**config.mk**
```make
export PLATFORM = sky130hd
export DESIGN_NAME = prbs_amp_offset_scaler
export DESIGN_NICKNAME = d
export VERILOG_FILES = /design/src/rtl/prbs_amp_offset_scaler.sv
export SDC_FILE = /design/constraint.sdc
export NUM_CORES = 1
export LEC_CHECK = 0
export CORE_MARGIN = 5
export CORE_UTILIZATION = 55
export DETAILED_ROUTE_END_ITERATION = 8
export PLACE_DENSITY = 0.77
export SETUP_SLACK_MARGIN = 0.05
export SYNTH_ARGS = -nofsm -noshare
export SYNTH_HDL_FRONTEND = slang
export SYNTH_SLANG_ARGS = --single-unit
```
**constraint.sdc**
```tcl
create_clock -name dac_clk -period 5.7 [get_ports dac_clk]
set_input_delay 1.14 -clock dac_clk [delete_from_list [all_inputs] [get_ports dac_clk]]
set_output_delay 1.14 -clock dac_clk [all_outputs]
set_load 0.005 [all_outputs]
```
**src/rtl/prbs_amp_offset_scaler.sv**
```systemverilog
// Gain/offset scaler for the shaped PRBS stream: 3-stage datapath with saturation and boundary-aligned config commit.
// Optional build macro PRBS_SCALER_ROUND_EN selects round-half-up in the gain stage (default: truncation).
module prbs_amp_offset_scaler #(
    parameter int PIPE_LAT       = 3,
    parameter int TIMEOUT_CYCLES = 4096
) (
    input  logic        dac_clk,
    input  logic        reset,
    input  logic        in_valid,
    input  logic [15:0] in_data,
    input  logic        bit_boundary,
    input  logic        out_en,
    input  logic [15:0] cfg_amp,
    input  logic [15:0] cfg_offset,
    input  logic        cfg_update,
    input  logic        sat_clr,
    output logic        out_valid,
    output logic [15:0] out_data,
    output logic        cfg_pending,
    output logic        cfg_applied,
    output logic        sat_flag,
    output logic [15:0] sat_count
);

    localparam int DATA_W = 16;
    localparam int COEF_W = 16;

    if (PIPE_LAT != 3) begin : g_lat_chk
        $error("prbs_amp_offset_scaler supports only PIPE_LAT = 3");
    end
    if (TIMEOUT_CYCLES < 2 || TIMEOUT_CYCLES > 65535) begin : g_tmo_chk
        $error("prbs_amp_offset_scaler TIMEOUT_CYCLES out of range 2..65535");
    end

    localparam logic [15:0] TMO_LAST = 16'(TIMEOUT_CYCLES - 1);

    typedef enum logic [1:0] {
        IDLE  = 2'd0,
        WAIT  = 2'd1,
        APPLY = 2'd2
    } cfg_state_t;

    cfg_state_t state, state_nxt;
    logic [15:0] tmo_cnt;
    logic [COEF_W-1:0] shadow_amp, active_amp;
    logic signed [DATA_W-1:0] shadow_off, active_off;

    logic signed [DATA_W-1:0] s_p0, off_p0;
    logic [COEF_W-1:0]        amp_p0;
    logic                     vld_p0;
    logic signed [17:0]       q_p1;
    logic signed [DATA_W-1:0] off_p1;
    logic                     vld_p1;

    logic signed [32:0] p_c;
    logic signed [18:0] r_c;
    logic               sat_now;

    function automatic logic signed [17:0] gain_shift(input logic signed [32:0] p);
        logic signed [32:0] pr;
`ifdef PRBS_SCALER_ROUND_EN
        pr = p + 33'sd16384;
`else
        pr = p;
`endif
        return pr[32:15];
    endfunction

    function automatic logic clip_hit(input logic signed [18:0] r);
        return (r > 19'sd32767) || (r < -19'sd32768);
    endfunction

    function automatic logic signed [15:0] clip16(input logic signed [18:0] r);
        if (r > 19'sd32767)
            return 16'sh7FFF;
        else if (r < -19'sd32768)
            return 16'sh8000;
        else
            return r[15:0];
    endfunction

    // Config FSM: shadow captures on every cfg_update, active only moves in APPLY
    always_comb begin
        state_nxt = state;
        case (state)
            IDLE:    if (cfg_update) state_nxt = WAIT;
            WAIT: begin
                if (cfg_update)
                    state_nxt = WAIT;
                else if (bit_boundary || tmo_cnt == TMO_LAST)
                    state_nxt = APPLY;
            end
            APPLY:   state_nxt = cfg_update ? WAIT : IDLE;
            default: state_nxt = IDLE;
        endcase
    end

    always_ff @(posedge dac_clk) begin
        if (reset) begin
            state      <= IDLE;
            tmo_cnt    <= '0;
            shadow_amp <= 16'h8000;
            shadow_off <= '0;
            active_amp <= 16'h8000;
            active_off <= '0;
        end else begin
            state <= state_nxt;
            if (cfg_update) begin
                shadow_amp <= cfg_amp;
                shadow_off <= cfg_offset;
                tmo_cnt    <= '0;
            end else if (state == WAIT) begin
                tmo_cnt <= tmo_cnt + 16'd1;
            end
            if (state == APPLY) begin
                active_amp <= shadow_amp;
                active_off <= shadow_off;
            end
        end
    end

    assign cfg_pending = (state == WAIT);
    assign cfg_applied = (state == APPLY);

    // Stage 1: recentre sample and bind it to the active amp/offset pair
    always_ff @(posedge dac_clk) begin
        s_p0   <= $signed(in_data ^ 16'h8000);
        amp_p0 <= active_amp;
        off_p0 <= active_off;
    end

    // Stage 2: Q1.15 gain
    assign p_c = s_p0 * $signed({1'b0, amp_p0});

    always_ff @(posedge dac_clk) begin
        q_p1   <= gain_shift(p_c);
        off_p1 <= off_p0;
    end

    // Stage 3: offset, clamp, midscale force and saturation accounting
    assign r_c     = $signed({q_p1[17], q_p1}) + $signed({{3{off_p1[15]}}, off_p1});
    assign sat_now = vld_p1 && clip_hit(r_c);

    always_ff @(posedge dac_clk) begin
        if (reset) begin
            vld_p0    <= 1'b0;
            vld_p1    <= 1'b0;
            out_valid <= 1'b0;
            out_data  <= 16'h8000;
            sat_flag  <= 1'b0;
            sat_count <= '0;
        end else begin
            vld_p0    <= in_valid;
            vld_p1    <= vld_p0;
            out_valid <= vld_p1;
            if (vld_p1)
                out_data <= out_en ? (clip16(r_c) ^ 16'h8000) : 16'h8000;
            if (sat_clr) begin
                sat_flag  <= sat_now;
                sat_count <= sat_now ? 16'd1 : 16'd0;
            end else if (sat_now) begin
                sat_flag <= 1'b1;
                if (sat_count != 16'hFFFF)
                    sat_count <= sat_count + 16'd1;
            end
        end
    end

endmodule

```
==> impl_metrics.csv <==
group,metric,value,unit
run_status,status,"finished clean",
floorplanning,row_count,61,
timing,setup-tns-final,0,ns
yosys,synth_edf_count,0,
clock_tree,ctsHtreeMaxLevel,4,
worst_setup_path,cp.depth,22,
floorplanning,io_pins,91,
clock_tree,postCtsHoldBufs,0,
yosys,syn_area_per_cell,9.276,um^2
worst_setup_path,cp-start-kind,"flip-flop",
place,place.gp.congestion,0.8729,
route,vias,11738,
route,drc,0,
job,cap_violations,0,
grt,grt_pass1_vias,12462,
worst_setup_path,slowest_stage,"fa_1",
yosys,yosysWarnings,0,
worst_setup_path,path_common_cell,"fa_1",
power,pwr_density_cell,196.7,mW/mm^2
floorplanning,start_util,0.5556,
worst_hold_path,min_path_type,"flip-flop to flip-flop",
yosys,synth_common_cells,"258 x inv_1, 223 x nand2_1, 200 x dfxtp_1",
yosys,netlist.area_leader.share,0.2594,
yosys,async_flop_share,0,
route,post_drt_wl_per_cell,16.21,um
clock_tree,cts-buffers-inserted,17,
clock_tree,clockRootBuffer,"clkbuf_16",
yosys,syn_inst,1664,
yosys,ys_ff_latch,200,
yosys,synth_ff_type,"dfxtp_1",
timing,maxSlewViolCount,0,
worst_setup_path,cp.required,6.03,ns
timing,setup_viol,0,
yosys,synth_nets,2052,
route,vias_per_cell,5.362,
worst_setup_path,slowest_delay,0.55,ns
grt,grt_max_degree,72,
yosys,ys_types,62,
timing,hold_violations,0,
route,antenna_left,0,
timing,fin_worst_skew,0.01224,ns
clock_tree,tritoncts,"yes",
worst_setup_path,reg2reg_depth,22,
place,hpwl,27780,um
cells_and_area,diodes,0,
timing,rsz0062_at_grt,"yes",
power,ir_drop,220.5,uV
timing,min_period_over_period,0.9999,
clock_tree,clkSlewWorstSetupHoldPaths,0.08,ns
worst_setup_path,end_kind,"flip-flop",
worst_setup_path,path_delay_family,"adder cells",
cells_and_area,final_layout_size_suffix_gt1_frac,0.1182,
cells_and_area,syn2layout_area_growth,17.84,%
worst_setup_path,crit_type,"flip-flop to flip-flop",
floorplanning,coreArea,0.02778,mm^2
floorplanning,dieArea,0.03152,mm^2
power,power_leakage,8.571,nW
floorplanning,die_x,177.5,um
yosys,yosysSeqAreaShare,0.2594,
yosys,synth.area.top_cells,"dfxtp_1 26%, fa_1 25%, ha_1 11%, inv_1 6.3%, nand2_1 5.4%",
grt,groute.usage.overall,0.2347,
clock_tree,cts_sinks,200,
clock_tree,worstSkewPairLatency,0.45,ns
floorplanning,fp.dieH,177.5,um
worst_setup_path,arrival,6.03,ns
timing,fmax,0.1755,GHz
grt,antenna_found_initial,1,
timing,max_slew.worst_pin.slew,1.165,ns
grt,grt_overflow,0,
timing,slew-limit-headroom,0.2171,
worst_hold_path,whs_path_depth,0,
worst_setup_path,path_max_fanout,7,
cells_and_area,final_nets,2186,
place,io_buffers,90,
timing,min_period,5.699,ns
worst_setup_path,timing.critical_path.buf_inv,7,
grt,grt_first_pass_wirelength,59670,um
clock_tree,cts_buffer_depth,2,
place,pre_cts_ws,-0.2092,ns
yosys,synth_most_common_cell,"inv_1",
timing,timing.final.ws_setup,0.0008518,ns
route,drtIter0Drc,686,
worst_setup_path,path_cells,"buf_6 -> and2_4 -> fa_1 -> inv_1 -> fa_1 -> inv_2 -> fa_1 -> fa_1 -> fa_1 -> inv_1 -> fa_1 -> inv_2 -> ha_4 -> a21o_1 -> a21oi_2 -> nor2_4 -> o311a_4 -> buf_6 -> o21a_1 -> buf_4 -> nor3_4 -> nor2_4",
route,drt-pass1-iter-count,5,
yosys,synth_top_cell_by_area,"dfxtp_1",
route,wirelength,35490,um
cells_and_area,fill_cells,2207,
yosys,synth.cell_area,0.01544,mm^2
-- flip-flops by register name, indices dropped and copies added, names as in the netlist, 2 cells and up --
| name | flops |
|---|---|
| shadow_amp | 16 |
| out_data | 16 |
| s_p0 | 16 |
| tmo_cnt | 16 |
| q_p1 | 18 |
| amp_p0 | 16 |
| off_p0 | 16 |
| active_off | 16 |
| sat_count | 16 |
| state | 2 |
| active_amp | 16 |
| off_p1 | 16 |
| shadow_off | 16 |
-- worst register-to-register path, stage by stage, from the launching register on --
cell     delay [ns]
dfxtp_4        0.37
buf_6          0.13
and2_4         0.14
fa_1           0.52
inv_1          0.05
fa_1           0.49
inv_2          0.04
fa_1           0.47
fa_1           0.55
fa_1           0.52
inv_1          0.05
fa_1           0.49
inv_2          0.05
ha_4           0.21
a21o_1         0.18
a21oi_2        0.21
nor2_4         0.07
o311a_4        0.38
buf_6          0.12
o21a_1         0.19
buf_4          0.15
nor3_4         0.17
nor2_4         0.06
-- power by group --
part / switching, mW / internal [mW] / total, mW
clock: 0.622 / 0.598 / 1.22
combinational: 0.458 / 0.371 / 0.830
sequential: 0.0528 / 1.48 / 1.53
-- cell type report --
cell class,count,area [um^2],share of cell area
Clock buffer,18,429.2,0.02359
Multi-Input combinational cell,1139,10460,0.5753
Inverter,259,972.2,0.05345
Timing Repair Buffer,181,1619,0.08901
Clock inverter,14,170.2,0.009355
Tap cell,378,473.0,0.02600
Sequential cell,200,4063,0.2233
-- per-stage QoR --
step	util	cells	hold slack, ns	instance area [um^2]	total power [mW]
global placement	0.6177	2147	0.3139	17160	2.303
detailed placement	0.6177	2147	0.3121	17160	2.323
global route	0.6547	2189	0.3393	18190	3.756
finish	0.6547	2189	0.3298	18190	3.578
CTS	0.6468	2186	0.3301	17970	3.562
floorplan	-	1664	0.3096	15520	2.074
-- cell families after synthesis --
kind of cell               after synthesis  share of synthesized area
buffers and inverters                  325                    0.08057
AOI/OAI and AO/OA                      186                    0.07895
and+or+nand+nor                        541                     0.1688
muxes                                   38                    0.02472
xor gates and xnor gates                41                    0.02326
DFF                                    200                     0.2594
adders and majority gates              333                     0.3643
-- what timing repair did --
| item | CTS | global route |
|---|---|---|
| setup endpoints to repair | 12 | 14 |
| pin swaps | 28 | 34 |
| gates resized for setup | 53 | 49 |
| buffers inserted | 7 | 4 |
-- metal layers --
layer / GRT usage / routed length (um) / vias up
met5: 0 / 9 / -
met4: 0.09056 / 1312 / 2
met3: 0.03664 / 1689 / 94
met2: 0.4097 / 17950 / 329
met1: 0.2931 / 14530 / 5775
li1: - / - / 5538
-- layout by cell type (no fill, tap or decap), types with 10 or more instances in the layout --
cell	n
a21oi_1	75
and2_1	108
clkdlybuf4s50_1	88
ha_1	132
a221o_1	12
nand4_1	14
dfxtp_4	11
o21ai_0	24
nand2b_1	17
mux2i_1	37
a21o_1	15
fa_1	190
buf_6	12
xnor2_1	22
clkbuf_16	17
dfxtp_2	14
nor3_1	10
dfxtp_1	175
xor2_1	18
or3_1	13
nand2_1	222
and3_1	11
buf_4	79
nand3_1	14
nor2_1	83
inv_1	253
-- worst paths after layout --
path,from,endpoint,slack (ns)
setup reg to reg,s_p0[4]$_DFF_P_,q_p1[6]$_DFF_P_,0.0009
hold / removal,off_p0[4]$_DFF_P_,off_p1[4]$_DFF_P_,0.33
setup / recovery,s_p0[4]$_DFF_P_,q_p1[6]$_DFF_P_,0.0009
hold reg to reg,off_p0[4]$_DFF_P_,off_p1[4]$_DFF_P_,0.33
(Power assumes the default switching activity.)
==> RTL change, RTL diff (config.mk and constraints unchanged) <==
The 3 states of `cfg_state_t` get a one-hot encoding in 3 bits.
--- a/src/rtl/prbs_amp_offset_scaler.sv
+++ b/src/rtl/prbs_amp_offset_scaler.sv
@@ -34,10 +34,10 @@
 
     localparam logic [15:0] TMO_LAST = 16'(TIMEOUT_CYCLES - 1);
 
-    typedef enum logic [1:0] {
-        IDLE  = 2'd0,
-        WAIT  = 2'd1,
-        APPLY = 2'd2
+    typedef enum logic [2:0] {
+        IDLE  = 3'b001,
+        WAIT  = 3'b010,
+        APPLY = 3'b100
     } cfg_state_t;
 
     cfg_state_t state, state_nxt;
Behaviour: same outputs for any inputs over 4 cycles, from zero or initial values and one cycle with reset high; so few cycles prove little.
==> RTL change against the unedited design <==
The flow now finishes with violations (negative setup slack); via count increased by 2.2%; final area grew 1.5%; worst setup slack lost 0.14 ns; count of clock-buffer cells in the layout rose by 9; area after synthesis rose by 2.8%; largest cell class unchanged; sequential cell count increased by 1; critical endpoint is now q_p1[14]; critical path depth fell by 2; clock power rose by 16%; wire length fell by 1.4%; power grew 0.28%.
==> RTL change: results (changes against the unedited design) <==
Status: finished, violations left (was finished clean). The final reports fail on negative setup slack. The maximum number of pins on one net before global-route repair is 61 (was 72). The per-cell routed wire length came out at 15.6 um (was 16.2 um).

The relative area of clock buffers and inverters in the final design is 3.88% (was 3.29%). The number of sinks handled by clock tree synthesis is 201 (was 200). The register clock-pin slew on the reported worst setup and hold paths is 0.06 ns (was 0.08 ns). The H-tree depth came out at 1 (was 4). The number of antenna violations at the first check in global routing came out at 0 (was 1). The layout buffering overhead excluding clock cells is 8.14% (was 8.90%).

The final-layout clock buffer total is 27 (was 18). The count of non-CTS inverters in the layout came out at 258 (was 259). The switching power came to 0.000978 W (was 0.00113 W). The met3 usage in global routing came out at 2.16% (was 3.66%). The area after detailed placement came out at 17600 um^2 (was 17200 um^2).

The met2 layer usage reported by global route came out at 39.9% (was 41.0%). The total negative slack is -0.554 ns (was 0 ns). The synthesized net count came out at 2106 (was 2052). The weighted congestion at the end of routability-driven global placement was 0.906 (was 0.873). The part of the power in registers is 42.3% (was 42.7%). The first-pass GRT wire length is 60900 um (was 59700 um). The number of buffers on the longest clock path came to 3 (was 2). Cell types occupying the most area after synthesis: sky130_fd_sc_hd__dfxtp_1 (25%), sky130_fd_sc_hd__fa_1 (24%), sky130_fd_sc_hd__ha_1 (11%) (was sky130_fd_sc_hd__dfxtp_1 (26%), sky130_fd_sc_hd__fa_1 (25%), sky130_fd_sc_hd__ha_1 (11%)). The number of library cell types mapped by synthesis is 69 (was 62). The wire length on met3 came to 1550 um (was 1690 um). The global routing met1 resource utilization is 28.3% (was 29.3%). The total power is 0.00359 W (was 0.00358 W). The total of fill cells in the finished design was 2241 (was 2207). The routed metal-1 wirelength came out at 14400 um (was 14500 um). The CTS buffer count came out at 21 (was 17). The clock latency on the worst-skew pair came to 0.50 ns (was 0.45 ns). The highest ir drop seen on vdd came out at 0.000253 V (was 0.000220 V). The initial DRC count is 658 (was 686).

The multi-input gate count is 1186 (was 1139). The share of cell area taken by flip-flops and latches is 22.1% (was 22.3%). The final HPWL from detailed placement is 27800 um (about the same). The total global-route track usage came out at 22.1% (was 23.5%).

The buffer count excluding the clock tree in the final layout came out at 169 (was 181). The combined flip-flop and latch cell area is 4070 um^2 (was 4060 um^2). The register with the most flip-flops was q_p1 (unchanged).

The slew at the pin closest to its max-slew limit is 0.984 ns (was 1.17 ns). The amount of wire on met2 after detailed routing is 17900 um (about the same). The top layer reached by signal wires was met4 (was met5). The average cell area after synthesis is 9.24 um^2 (was 9.28 um^2). The final worst setup slack came out at -0.143 ns (was 0.000852 ns). The ratio of cells with drive above 1 in the final layout was 10.4% (was 11.8%).

The area of the multi-input gates came out at 10700 um^2 (was 10500 um^2). The clock distribution power is 0.00142 W (was 0.00122 W). The instance count after placement with tap cells included was 2195 (was 2147). The via count of the first global-routing pass came out at 12829 (was 12462).

The detail-routed via count per cell is 5.36 (about the same). The total of endpoints with negative setup slack in the final report is 8 (was 0). The register area share after synthesis is 25.3% (was 25.9%). The post-placement worst setup slack is -0.248 ns (was -0.209 ns). The static power due to leakage came to 8.54 nW (was 8.57 nW). The total length of routed wires came out at 35000 um (was 35500 um).
RTL change: cells by family after synthesis:
kind of cell	count (synthesis)	share of synthesized area, %
mux	36	2.27
flops	201	25.3
buf+inv	331	8.02
compound gates	189	8.57
xor+xnor	48	2.81
simple gates	580	17.6
fa+ha+maj	333	35.4
RTL change: worst paths after layout:
kind,cells after the start,to,slack (ns),startpoint
worst max-delay path,20,q_p1[14],-0.14,amp_p0[7]
worst min-delay path,0,off_p1[2],0.33,off_p0[2]
worst max register to register,20,q_p1[14],-0.14,amp_p0[7]
worst min register to register,0,off_p1[2],0.33,off_p0[2]
RTL change: critical path, stage by stage (launching register included):
cell and delay [ns]:
sky130_fd_sc_hd__dfxtp_4 0.39, sky130_fd_sc_hd__and2_4 0.17, sky130_fd_sc_hd__fa_1 0.53, sky130_fd_sc_hd__inv_1 0.05
sky130_fd_sc_hd__fa_1 0.52, sky130_fd_sc_hd__fa_2 0.46, sky130_fd_sc_hd__fa_1 0.49, sky130_fd_sc_hd__inv_1 0.05
sky130_fd_sc_hd__fa_1 0.47, sky130_fd_sc_hd__inv_1 0.05, sky130_fd_sc_hd__fa_1 0.48, sky130_fd_sc_hd__inv_1 0.04
sky130_fd_sc_hd__ha_1 0.27, sky130_fd_sc_hd__o21a_1 0.21, sky130_fd_sc_hd__o211a_1 0.23, sky130_fd_sc_hd__a22o_1 0.23
sky130_fd_sc_hd__or2_4 0.28, sky130_fd_sc_hd__a211oi_4 0.30, sky130_fd_sc_hd__a211oi_2 0.13, sky130_fd_sc_hd__or3_1 0.33
sky130_fd_sc_hd__o2111ai_1 0.09
RTL change: what timing repair did:
action	4_1_cts	5_1_grt
setup buffers	3	0
pin swaps	15	10
resized for setup	31	21
setup endpoints to repair	12	14
gates cloned	0	0
